===== config.mk =====
export PLATFORM = sky130hd
export DESIGN_NAME = div_iter
export DESIGN_NICKNAME = d
export VERILOG_FILES = /design/src/rtl/div_iter.sv
export SDC_FILE = /design/constraint.sdc
export NUM_CORES = 1
export LEC_CHECK = 0
export CAP_MARGIN = 25
export CORE_MARGIN = 10
export CORE_UTILIZATION = 40
export CTS_CLUSTER_SIZE = 14
export DETAILED_ROUTE_END_ITERATION = 8
export GPL_TIMING_DRIVEN = 0
export MAX_ROUTING_LAYER = met4
export SLEW_MARGIN = 20
export SYNTH_ARGS = -nofsm -noshare
export SYNTH_HDL_FRONTEND = slang
export SYNTH_SLANG_ARGS = --single-unit

===== constraint.sdc =====
create_clock -name clk -period 12.9 [get_ports clk]
set_clock_uncertainty 0.15 [all_clocks]
set_input_delay 2.58 -clock clk [delete_from_list [all_inputs] [get_ports clk]]
set_output_delay 2.58 -clock clk [all_outputs]
set_load 0.02 [all_outputs]

===== src/rtl/div_iter.sv =====
// div_iter: multi-cycle restoring divider (DIV/DIVU) for the execute stage, any WIDTH.
// Latency: start sampled at edge E0 -> ready_o after E0+WIDTH (E0+1 for divide-by-zero).
// Backpressure: result and ready_o held while start_i stays high; start_i ignored while busy.
// Optional feature macro: DIV_EXC_EN adds the div_zero_o flag port.
module div_iter #(
    parameter int WIDTH = 32,
    parameter int CNT_W = 6
) (
    input  logic                 clk,
    input  logic                 rst,
    input  logic                 signed_div_i,
    input  logic [WIDTH-1:0]     opdata1_i,
    input  logic [WIDTH-1:0]     opdata2_i,
    input  logic                 start_i,
    input  logic                 annul_i,
    output logic [2*WIDTH-1:0]   result_o,
    output logic                 ready_o,
`ifdef DIV_EXC_EN
    output logic                 div_zero_o,
`endif
    output logic                 busy_o
);

    typedef enum logic [1:0] {
        DIV_FREE    = 2'd0,
        DIV_BY_ZERO = 2'd1,
        DIV_ON      = 2'd2,
        DIV_END     = 2'd3
    } state_t;

    localparam logic [CNT_W-1:0] LAST_CNT = CNT_W'(WIDTH - 1);

    state_t              r_state;
    logic [CNT_W-1:0]    r_cnt;
    logic [WIDTH-1:0]    r_rem;     // partial remainder
    logic [WIDTH-1:0]    r_dvd;     // dividend shifting out, quotient shifting in
    logic [WIDTH-1:0]    r_dvs;     // divisor magnitude
    logic                r_sign1;   // dividend negative (signed mode only)
    logic                r_sign2;   // divisor negative (signed mode only)
    logic [2*WIDTH-1:0]  r_result;
    logic                r_ready;
`ifdef DIV_EXC_EN
    logic                r_div_zero;
`endif

    logic                w_neg1;
    logic                w_neg2;
    logic [WIDTH-1:0]    w_op1_abs;
    logic [WIDTH-1:0]    w_op2_abs;
    logic [WIDTH:0]      w_shift;
    logic [WIDTH:0]      w_trial;
    logic                w_no_borrow;
    logic [WIDTH-1:0]    w_rem_nxt;
    logic [WIDTH-1:0]    w_quo_nxt;
    logic [WIDTH-1:0]    w_quo_fix;
    logic [WIDTH-1:0]    w_rem_fix;

    // Operand magnitudes; the most-negative value maps to itself, which is the
    // correct unsigned magnitude 2^(WIDTH-1).
    assign w_neg1    = signed_div_i & opdata1_i[WIDTH-1];
    assign w_neg2    = signed_div_i & opdata2_i[WIDTH-1];
    assign w_op1_abs = w_neg1 ? (~opdata1_i + 1'b1) : opdata1_i;
    assign w_op2_abs = w_neg2 ? (~opdata2_i + 1'b1) : opdata2_i;

    // One restoring step. The invariant rem < divisor keeps the shifted value
    // below 2*divisor, so bit WIDTH of the trial difference is exactly the borrow.
    assign w_shift     = {r_rem, r_dvd[WIDTH-1]};
    assign w_trial     = w_shift - {1'b0, r_dvs};
    assign w_no_borrow = ~w_trial[WIDTH];
    assign w_rem_nxt   = w_no_borrow ? w_trial[WIDTH-1:0] : w_shift[WIDTH-1:0];
    assign w_quo_nxt   = {r_dvd[WIDTH-2:0], w_no_borrow};

    // Sign fix-up on the final step: quotient sign is the XOR of operand signs,
    // remainder follows the dividend. Most-negative / -1 wraps naturally.
    assign w_quo_fix = (r_sign1 ^ r_sign2) ? (~w_quo_nxt + 1'b1) : w_quo_nxt;
    assign w_rem_fix = r_sign1 ? (~w_rem_nxt + 1'b1) : w_rem_nxt;

    // Busy reflects the state directly so execute sees it in the launch cycle+1.
    assign busy_o   = (r_state != DIV_FREE);
    assign ready_o  = r_ready;
    assign result_o = r_result;
`ifdef DIV_EXC_EN
    assign div_zero_o = r_div_zero;
`endif

    // Divider FSM: launch, iterate, hold result until execute drops start_i.
    always_ff @(posedge clk) begin
        if (!rst) begin
            r_state    <= DIV_FREE;
            r_cnt      <= '0;
            r_rem      <= '0;
            r_dvd      <= '0;
            r_dvs      <= '0;
            r_sign1    <= 1'b0;
            r_sign2    <= 1'b0;
            r_result   <= '0;
            r_ready    <= 1'b0;
`ifdef DIV_EXC_EN
            r_div_zero <= 1'b0;
`endif
        end else begin
            case (r_state)
                DIV_FREE: begin
                    if (start_i && !annul_i) begin
                        r_sign1 <= w_neg1;
                        r_sign2 <= w_neg2;
                        r_dvs   <= w_op2_abs;
                        r_rem   <= '0;
                        r_cnt   <= '0;
                        if (opdata2_i == '0) begin
                            // Raw dividend is kept: it is returned unmodified as remainder.
                            r_dvd   <= opdata1_i;
                            r_state <= DIV_BY_ZERO;
                        end else begin
                            r_dvd   <= w_op1_abs;
                            r_state <= DIV_ON;
                        end
                    end
                end
                DIV_BY_ZERO: begin
                    r_result   <= {r_dvd, {WIDTH{1'b1}}};
                    r_ready    <= 1'b1;
`ifdef DIV_EXC_EN
                    r_div_zero <= 1'b1;
`endif
                    r_state    <= DIV_END;
                end
                DIV_ON: begin
                    if (annul_i) begin
                        // Flushed: result and ready are still zero from DIV_FREE.
                        r_state <= DIV_FREE;
                    end else begin
                        r_rem <= w_rem_nxt;
                        r_dvd <= w_quo_nxt;
                        r_cnt <= r_cnt + CNT_W'(1);
                        if (r_cnt == LAST_CNT) begin
                            r_result <= {w_rem_fix, w_quo_fix};
                            r_ready  <= 1'b1;
                            r_state  <= DIV_END;
                        end
                    end
                end
                DIV_END: begin
                    if (!start_i) begin
                        r_result   <= '0;
                        r_ready    <= 1'b0;
`ifdef DIV_EXC_EN
                        r_div_zero <= 1'b0;
`endif
                        r_state    <= DIV_FREE;
                    end
                end
                default: begin
                    r_state <= DIV_FREE;
                end
            endcase
        end
    end

endmodule

# Yosys cells after proc, flatten, opt, wreduce, memory -nomap -nowiden

Index checks and enable logic that the tools add are counted.
Widths: inputs -> output; s select.

Equal/unequal tests: 9
Add/subtract/negate cells: 6
Reductions and logical operators: 11
Bitwise operators: 8
Muxes and demuxes: 29

Operator list:

| kind                  | count |
|---|---|
| $mux 32               | 10 |
| $mux 64               | 3 |
| $pmux 64 s3           | 1 |
| $add 32x1->32 const B | 4 |
| $not 32->32           | 4 |
| $pmux 32 s2           | 2 |
| $sub 33x32->33        | 1 |
| $logic_not 32->1      | 1 |
| $mux 6                | 2 |
| $pmux 6 s2            | 1 |
| $mux 2                | 5 |
| $ne 2x2->1 const B    | 4 |
| $pmux 2 s4            | 1 |
| $add 6x1->6 const B   | 1 |
| $eq 6x5->1 const B    | 1 |
| $reduce_and 3->1      | 2 |
| $eq 2x2->1 const B    | 2 |
| $reduce_and 4->1      | 1 |
| $reduce_bool 2->1     | 2 |
| $mux 1                | 3 |
| $ne 3x3->1 const B    | 1 |
| $pmux 1 s3            | 1 |
| $reduce_bool 3->1     | 1 |
| $and 1x1->1           | 2 |
| other kinds (7)       | 7 |

Output and inout bits: 66
Input port bits: 69
Bits in registers: 171

# Depth between registers and ports, before layout

Word-level depth: 8
Mapped depth: 24
Depth with buffers taken out: 21

# Worst setup path after synthesis

Ideal clock, no wire load.

Kind: input-to-reg
From: input port opdata2_i[9]
To: register r_dvd[29]
Arrival: 5.228 ns
Cell stages on the path: 14
Setup time: 0.128 ns
Setup slack: 7.395 ns
Required time: 12.622 ns
Cells stage by stage: or4_4 or3_4 nor3_4 nand4_2 or4_1 buf_2 and3_4 buf_6 buf_6 o31ai_2 xor2_1 a211oi_1 a21oi_1 nor2_1

Cells in the longest elaborated chain, start to end: 4

RTL lines:

| what                 | line | text |
|---|---|---|
| start, declared      | 13   | `input logic [WIDTH-1:0] opdata2_i,` |
| $logic_not 32->1     | 110  | `if (opdata2_i == '0) begin` |
| $mux 32              | 110  |  |
| $mux 32              | 104  | `if (start_i && !annul_i) begin` |
| $pmux 32 s2          | 102  | `case (r_state)` |
| end signal, assigned | 112  | `r_dvd <= opdata1_i;` |
| end signal, assigned | 115  | `r_dvd <= w_op1_abs;` |
| end signal, assigned | 134  | `r_dvd <= w_quo_nxt;` |
| end, declared        | 36   | `logic [WIDTH-1:0] r_dvd;` |

No other way between the ends. The select of a mux whose other input is x is not followed.
A chain may end at the register's enable or synchronous reset.

# Worst setup path after layout

From: register r_dvd[31]
To: register r_result[42] (netlist: result_o[42])

Cells in the longest elaborated chain, start to end: 8

RTL lines:

| what                 | line | text |
|---|---|---|
| $sub 33x32->33       | 68   | `assign w_trial = w_shift - {1'b0, r_dvs};` |
| $mux 32 (*)          | 70   | `assign w_rem_nxt = w_no_borrow ? w_trial[WIDTH-1:0] : w_shift[WIDTH-1:0];` |
| $not 32->32          | 76   | `assign w_rem_fix = r_sign1 ? (~w_rem_nxt + 1'b1) : w_rem_nxt;` |
| $add 32x1->32        | 76   |  |
| $mux 32 (*)          | 76   |  |
| $mux 64 (*)          | 136  | `if (r_cnt == LAST_CNT) begin` |
| $mux 64 (*)          | 129  | `if (annul_i) begin` |
| $pmux 64 s3 (*)      | 102  |  |
| end signal, assigned | 121  | `r_result <= {r_dvd, {WIDTH{1'b1}}};` |
| end signal, assigned | 137  | `r_result <= {w_rem_fix, w_quo_fix};` |
| end, declared        | 40   | `logic [2*WIDTH-1:0] r_result;` |

Mark *: on every way between the ends. The rest lies on a longest branch, timed or not. The select of a mux whose other input is x is not followed.

==> run metrics <==
core area=around 31000 µm²; CTS tree=yes; first-pass GRT wire length=76100 µm; H-tree levels=4; share of layout cells above drive strength 1=0.0521; # diodes=0; RSZ-0062 raised after global routing=false; power density cells=a little over 100 nW/µm²; I/O pin count=135; WL final=around 51000 µm; Critical Path RT=about 13 ns; number of synthesized flops with an enable pin=0; Synth cell types=96; largest net degree at the start of global routing=17; crit-path max cell delay=between 0.5 and 0.6 ns; row cnt=64; Setup TNS=0 ns; CP delay by family, top=compound AO/OA/AOI/OAI gates; Post-synth top cells=nor2_1, dfxtp_1, a21oi_1; Tot GR Track Use=0.259; CP arrival=6.75 ns; antenna viol nets, final=0; number of remaining DRC errors=0; final period utilization=0.504; die height=197 µm; Num CTS Buffers=17; P_leak=about 0.0056 µW; vias per inst=5.99; die area=roughly 39000 µm²; synth warn=0; Final Critical Period=roughly 6.5 ns; total power=between 1000 and 1500 µW; via count=between 10000 and 15000; Avg Cell Area, Syn=7.43 µm²; slowest stage cell, crit path=dfxtp_1; Clock Path Buffers=2; main flop type after synthesis=dfxtp_1; Yosys reg bits=between 150 and 200; max-slew violations=0; startpoint types=register; top cells by area, synth=dfxtp_1, nor2_1, a21oi_1; vias in the first global route=about 13000; highest net fanout along the worst path=10; post-synthesis net count=~1800; most numerous cell in the Yosys netlist=nor2_1; die outline width=197 µm; Core Util, Final=0.486; worst-skew pair later-pin latency=around 0.45 ns; cts repair resizes=0; GR Overflow Total=0; Placer Congestion=roughly 1; hold buffers post-CTS=0; Crit. End Element=register; WL/cell=around 23 µm; # port buffers=133; worst vdd ir=between 0.09 and 0.1 mV; FMAX=between 150 and 200 MHz; hpwl dp=between 40000 and 50000 µm; Final nets=about 1900; post-CTS setup buffers=0; # setup viols final=0; HP Class=reg2reg; status=finished, final reports clean; starting density of the core=0.406; buffers and inverters on the worst path=6; Setup CP Type=reg2reg; Worst-Margin Slew=0.987 ns; CP Cell Sequence=inv_1 > ha_1 > fa_1 > nor2b_1 > o31a_1 > o211ai_2 > a2111oi_4 > o31a_1 > nor2_8 > inv_2 > buf_4 > buf_6 > buf_2 > nand2_1 > o21ai_0 > inv_1 > ha_1 > and4_1 > and2_1 > a31oi_1 > nand2_1 > xor2_1 > o221ai_1 > o211a_1; CTS sink count=171; Hold Vio Cnt, Final=0; Root Buffer=clkbuf_16; DRT Pass-1 Iters=5; sequential share of the synthesized area=0.275; share of the synthesized area in the top cell type=0.275; Syn Inst Count=around 1700; Reg clk slew, reported paths=0.07 ns; max_slew headroom=0.340; Max Cap Violations=0; Async S/R FF share, synth=0; Initial DRC Count=1346; antenna violations before repair=0; mapped cell area=12500 µm²; Yosys top cell by area=dfxtp_1; Area growth syn-to-layout=19.6%
==> power by group <==
group	switching, µW	internal (µW)	total [µW]
sequential	23.2	543	566
clock	252	297	549
combinational	249	135	384
total	524	975	1500
==> flip-flops by register name (all words and copies together) (netlist names) <==
signal and flops:
r_cnt 6, r_dvd 32, r_dvs 32, r_rem 32
r_sign1 1, r_sign2 1, r_state 2, ready_o 1
result_o 64
==> tightest hold or removal path, cell delays in order (launching register included) <==
cell	delay, ns
dfxtp_1	0.31
nand2_1	0.05
a21oi_1	0.05
==> final cells by class <==
type	count	area [µm²]
fillers	3152	15800
multi-input cells	1326	8310
well taps	396	495
inverters	64	240
plain buffers	116	497
clock inverters	13	161
clock buffers	19	443
flip-flops and latches	171	3420
repair buffers	134	1340
==> stage by stage <==
step                      instances  cell area (µm²)  hold WS, ns  worst slack (ns)
after floorplan                1677            12500        0.282              7.39
after global placement         2206            14300        0.293              6.33
after detailed placement       2207            14300        0.310              6.33
after CTS                      2239            14900        0.320              6.63
after global routing           2239            14900        0.342              6.20
final                          2239            14900        0.313              6.40
==> worst paths after layout <==
kind | slack (ns) | start | end | depth (start not counted)
setup / recovery | 6.40 | r_dvd[31] | result_o[42] | 24
hold / removal | 0.31 | r_dvs[31] | r_dvs[31] | 2
setup reg to reg | 6.40 | r_dvd[31] | result_o[42] | 24
hold reg to reg | 0.31 | r_dvs[31] | r_dvs[31] | 2
==> cells by family (layout without fill, tap and decap cells) <==
family	Yosys count	count (layout)	synth area share
fa+ha+maj	38	38	0.0387
simple gates	583	583	0.224
buf+inv	180	346	0.0591
mux	24	24	0.0200
flops	171	171	0.275
xor+xnor	123	123	0.0864
compound gates	558	558	0.297
==> routing by layer <==
layer,share of wire,vias up,wire length [µm],GRT usage
met5,0,-,0,-
met4,0.017,0,870,0.0628
met3,0.084,68,4240,0.0496
met2,0.43,547,21700,0.377
met1,0.47,6387,23700,0.360
li1,-,6412,-,-
==> layout by cell type (no fill, tap or decap), drive strengths merged, types with 10 or more instances in the layout <==
master,count
o211ai,12
ha,37
a211oi,63
buf,30
nor4,19
clkdlybuf4s50,133
inv,68
nor2,253
a311oi,12
or4,10
a21oi,170
nand4,18
o31ai,15
a21o,14
a31oi,14
mux2i,20
nand3,19
xor2,63
nand2,110
and3,11
nor3,49
clkbuf,106
or3,29
o41ai,11
a22oi,15
o211a,17
o21ai,137
xnor2,60
and2,19
dfxtp,171
a221oi,17
Note: power is estimated with default switching activity, not from simulation.
